**src/rtl/carry_select_adder.sv**
```systemverilog
// 16-bit carry-select adder: ripple nibble B0, speculative nibble pairs for
// B1..B3 selected by the preceding block carry, results registered once.
// Ports stay scalar and in fixed order so legacy positional instances of the
// first six ports keep working; carry_select_adder_if bundles them for users.
module carry_select_adder (
    output logic [15:0] sum,
    output logic        carry,
    input  logic [15:0] a,
    input  logic [15:0] b,
    input  logic        cin,
    output logic [2:0]  inc,
    input  logic        clk,
    input  logic        rst
);

    localparam int unsigned WIDTH = 16;
    localparam int unsigned BLK   = 4;
    localparam int unsigned NBLK  = WIDTH / BLK;

    // 4-bit ripple-carry adder built from a chain of full adders; {cout, sum}.
    function automatic logic [BLK:0] ripple4(
        input logic [BLK-1:0] x,
        input logic [BLK-1:0] y,
        input logic           c
    );
        logic [BLK:0]   cy;
        logic [BLK-1:0] s;
        cy[0] = c;
        for (int i = 0; i < int'(BLK); i++) begin
            s[i]    = x[i] ^ y[i] ^ cy[i];
            cy[i+1] = (x[i] & y[i]) | (cy[i] & (x[i] ^ y[i]));
        end
        return {cy[BLK], s};
    endfunction

    logic [BLK:0]      blk0;
    logic [BLK:0]      spec0 [NBLK];
    logic [BLK:0]      spec1 [NBLK];
    logic [WIDTH-1:0]  sum_c;
    logic [NBLK-1:0]   blk_cout_c;

    // B0 ripples directly from cin.
    assign blk0 = ripple4(a[BLK-1:0], b[BLK-1:0], cin);

    // Index 0 of the speculative arrays is unused; tie it off.
    assign spec0[0] = '0;
    assign spec1[0] = '0;

    // Upper blocks compute both carry-in hypotheses in parallel.
    for (genvar k = 1; k < int'(NBLK); k++) begin : g_spec
        assign spec0[k] = ripple4(a[k*BLK +: BLK], b[k*BLK +: BLK], 1'b0);
        assign spec1[k] = ripple4(a[k*BLK +: BLK], b[k*BLK +: BLK], 1'b1);
    end

    // Carry-select mux chain: each block's result picked by the previous carry-out.
    always_comb begin
        sum_c         = '0;
        blk_cout_c    = '0;
        sum_c[BLK-1:0] = blk0[BLK-1:0];
        blk_cout_c[0]  = blk0[BLK];
        for (int k = 1; k < int'(NBLK); k++) begin
            if (blk_cout_c[k-1]) begin
                sum_c[k*BLK +: BLK] = spec1[k][BLK-1:0];
                blk_cout_c[k]       = spec1[k][BLK];
            end else begin
                sum_c[k*BLK +: BLK] = spec0[k][BLK-1:0];
                blk_cout_c[k]       = spec0[k][BLK];
            end
        end
    end

    // Output registers, cleared asynchronously and loaded every cycle.
    always_ff @(posedge clk or posedge rst) begin
        if (rst) begin
            sum   <= '0;
            carry <= 1'b0;
            inc   <= '0;
        end else begin
            sum   <= sum_c;
            carry <= blk_cout_c[NBLK-1];
            inc   <= blk_cout_c[NBLK-2:0];
        end
    end

endmodule

```
**config.mk**
```make
export PLATFORM = sky130hd
export DESIGN_NAME = carry_select_adder
export DESIGN_NICKNAME = d
export VERILOG_FILES = /design/src/rtl/carry_select_adder.sv
export SDC_FILE = /design/constraint.sdc
export NUM_CORES = 1
export LEC_CHECK = 0
export BUFFER_PORTS_ARGS = -buffer_cell sky130_fd_sc_hd__buf_4
export CAP_MARGIN = 30
export CORE_UTILIZATION = 39
export DETAILED_ROUTE_END_ITERATION = 16
export GPL_TIMING_DRIVEN = 1
export MAX_ROUTING_LAYER = met4
export PLACE_DENSITY_LB_ADDON = 0.08
export SETUP_SLACK_MARGIN = 0.15
export SLEW_MARGIN = 20
export SYNTH_ARGS = -nofsm -noshare
export SYNTH_HDL_FRONTEND = slang
export SYNTH_SLANG_ARGS = --single-unit
```
**constraint.sdc**
```tcl
create_clock -name clk -period 0.8 [get_ports clk]
set_input_delay 0.08 -clock clk [delete_from_list [all_inputs] [get_ports clk]]
set_output_delay 0.08 -clock clk [all_outputs]
set_load 0.01 [all_outputs]
```
==> summary.txt <==
Run status
  – Status: finished, violations left
  – Violated checks: negative setup slack

Cells and area
  – Final #Nets: 199
  – Ant diodes: 0
  – Area Growth Syn to Fin: 69.0%
  – Layout cells sized above 1: around two thirds
  – Register area: ~500 sq um
  – Area of the multi-input gates: approximately 440 sq um
  – Post-layout util: between 70% and 80%
  – Finished Layout Cells: 171
  – Fill count: between 150 and 200

Place
  – HPWL Detailed: approximately 1.5 mm
  – Routability cong.: 0.583
  – Placed cells: 160
  – Pre-CTS setup slack: -4.36 ns
  – Port bufs: 54

Logic synthesis
  – Predominant post-synthesis flop cell: dfrtp_1
  – Syn Area/Cell: 13.2 sq um
  – Number of distinct library cells after synthesis: 9
  – EDFF count, synth: 0
  – Mapped Nets: 129
  – Register area share after synthesis: roughly 50%
  – Commonest cells post-synth: 27 x inv_1, 20 x dfrtp_1, 13 x fa_1
  – Post-Syn Area: roughly 1000 sq um
  – Yosys Warn Count: 0
  – Flops & latches, synth: 20
  – Post-synth ARST share: 100%
  – Gate Count Post-Synth: 75
  – Top-count cell post-synth: inv_1
  – Synth area leaders: dfrtp_1 50%, fa_1 26%, inv_1 10%, ha_1 7.6%, xnor2_1 2.6%
  – Area share of the leading cell type in the synthesized netlist: between 50% and 60%
  – Post-synth top area cell: dfrtp_1

Route
  – Final WL: between 1.5 and 2 mm
  – Via density: between 4 and 5
  – Via total after detailed routing: 714
  – WL/cell: 11.2 um
  – First DRT Iteration DRCs: 1
  – Drt drc: 0
  – TritonRoute pass-1 iters: 2
  – ANT nets after route: 0

CTS
  – CTS Buffer Depth: 2
  – # clock sinks: 20
  – Clock-pin slew on the worst setup and hold paths: between 0.1 and 0.15 ns
  – Clock Tree Root: clkbuf_4
  – Htree depth: 1
  – Num CTS Buffers: 3
  – TritonCTS clock tree: built

STA
  – Worst Setup Slack, final: -3.96 ns
  – Fin crit period: roughly 4.8 ns
  – Slew HR: between 80 and 90%
  – Unrepaired setup endpoints after global routing: yes
  – Fmax: 210 MHz
  – Worst Hold Margin: roughly 0.083 ns
  – Fin crit share: 595%
  – Fin. max-slew vios: 0
  – # setup viols final: 39
  – Least-Margin Pin Slew: about 0.26 ns
  – Final Hold Viols: 0

Global routing
  – Maximum number of pins on one net before global-route repair: 21
  – GRT Resource Usage Total: between 15 and 20%
  – Vias in the first global route: 753
  – Wire length of the first global-routing pass: about 3.0 mm
  – Initial antenna violation count: 0
  – Grt total ovfl: 0

Critical path
  – Worst endpoint data arrival time: between 4 and 5 ns
  – Setup CP Type: input pin to register
  – Critical Path End Type: register
  – CP max FO: 3
  – CP Data Required Time: 1.03 ns
  – CP Launch Type: input pin

Die
  – Rows: 17
  – Die width: 52.4 um
  – Boundary Pins: between 50 and 60
  – Die ar.: around 0.0027 sq mm
  – Die height: around 52 um
  – Starting Density: between 40% and 50%
  – Core box area: ~0.0023 sq mm

Power and ir drop
  – Design Power: 2.80 mW
  – PwrDens: about 1700 mW/mm^2
  – Static Leak: between 0.8 and 0.9 nW
  – Peak supply drop: 1060 uV

Hold path
  – Hold Startpoint: b[9]
  – Hold WC Path Type: input pin to register
  – Worst hold endpoint: sum[9]$_DFF_PP0_
  – WHS Path Cells: 2

Flow run
  – Max cap viols: 0
==> per-stage QoR <==
| stage | area [sq um] | TNS (ns) |
|---|---|---|
| global placement | 1500 | -44.62 |
| detailed placement | 1500 | -45.18 |
| CTS | 1660 | -39.74 |
| floorplan | 1040 | -40.85 |
| finish | 1680 | -40.37 |
| global route | 1680 | -42.82 |
==> worst max-delay path by stage <==
| stage | start | to | slack, ns | cells after the start |
|---|---|---|---|---|
| global placement | a[0] | sum[15]$_DFF_PP0_ | -4.32 | 23 |
| CTS | a[0] | sum[15]$_DFF_PP0_ | -3.92 | 23 |
| floorplan | a[0] | sum[15]$_DFF_PP0_ | -4.09 | 22 |
| finish | a[0] | sum[15]$_DFF_PP0_ | -3.96 | 23 |
| global route | a[0] | sum[15]$_DFF_PP0_ | -4.12 | 23 |
| detailed placement | a[0] | sum[15]$_DFF_PP0_ | -4.36 | 25 |
==> sequential cells by signal (all words and copies together), names as in the netlist <==
register	count
sum	16
inc	3
carry	1
==> cell usage in the layout, fill, tap and decap left out, drive strengths merged <==
master	netlist	routed
dfrtp	20	20
nand2	2	2
inv	27	27
o21ai	2	2
xnor2	3	3
clkbuf	0	3
fa	13	13
ha	6	6
nor2b	1	1
buf	0	64
dlygate4sd3	0	1
a21oi	1	1
==> per-layer routing <==
| metal | vias to the layer above | part of all wire [%] | track usage, % | routed length [um] |
|---|---|---|---|---|
| met4 | 0 | 1.2 | 7.89 | 23 |
| li1 | 343 | - | - | - |
| met1 | 341 | 32 | 14.0 | 619 |
| met5 | - | 0 | - | 0 |
| met2 | 28 | 61 | 32.3 | 1170 |
| met3 | 2 | 5.3 | 2.90 | 101 |
==> cell type report <==
type	count	area share [%]
multi-input combinational	28	26.5
sequential	20	29.9
inverter	27	6.04
clock buffer	3	1.34
timing repair buffer	65	34.2
tap	28	2.09
==> kinds of logic after synthesis <==
family          Yosys count  synth area share [%]
compound gates            3                  1.51
fa+ha+maj                19                  33.8
buf+inv                  27                  10.2
simple gates              3                  1.39
flops                    20                  50.4
xor+xnor                  3                  2.65
==> report_power, final <==
part | switching, mW | leakage (nW) | internal [mW]
Clock | 0.281 | 0.0138 | 0.175
Sequential | 0.0808 | 0.233 | 1.19
Combinational | 0.407 | 0.630 | 0.665
==> what timing repair did <==
item / CTS / global route
endpoints found under the setup margin: 39 / 39
resized for setup: 24 / 4
cloned: 0 / 0
hold buffers: 1 / 0
hold endpoints to repair: 20 / 0
setup buffers: 5 / 2
pin swaps: 6 / 1
==> critical path, cell delays in order <==
cell     delay [ns]
buf_6          0.09
fa_2           0.38
fa_2           0.35
fa_2           0.34
inv_2          0.07
fa_2           0.22
o21ai_2        0.07
fa_2           0.34
fa_2           0.34
inv_2          0.06
fa_2           0.23
o21ai_2        0.07
fa_2           0.34
fa_2           0.34
inv_2          0.06
fa_2           0.19
nor2b_4        0.14
a21oi_2        0.05
fa_2           0.36
fa_2           0.34
inv_2          0.06
fa_2           0.42
inv_2          0.05
Power figures use the tool's default switching activity.
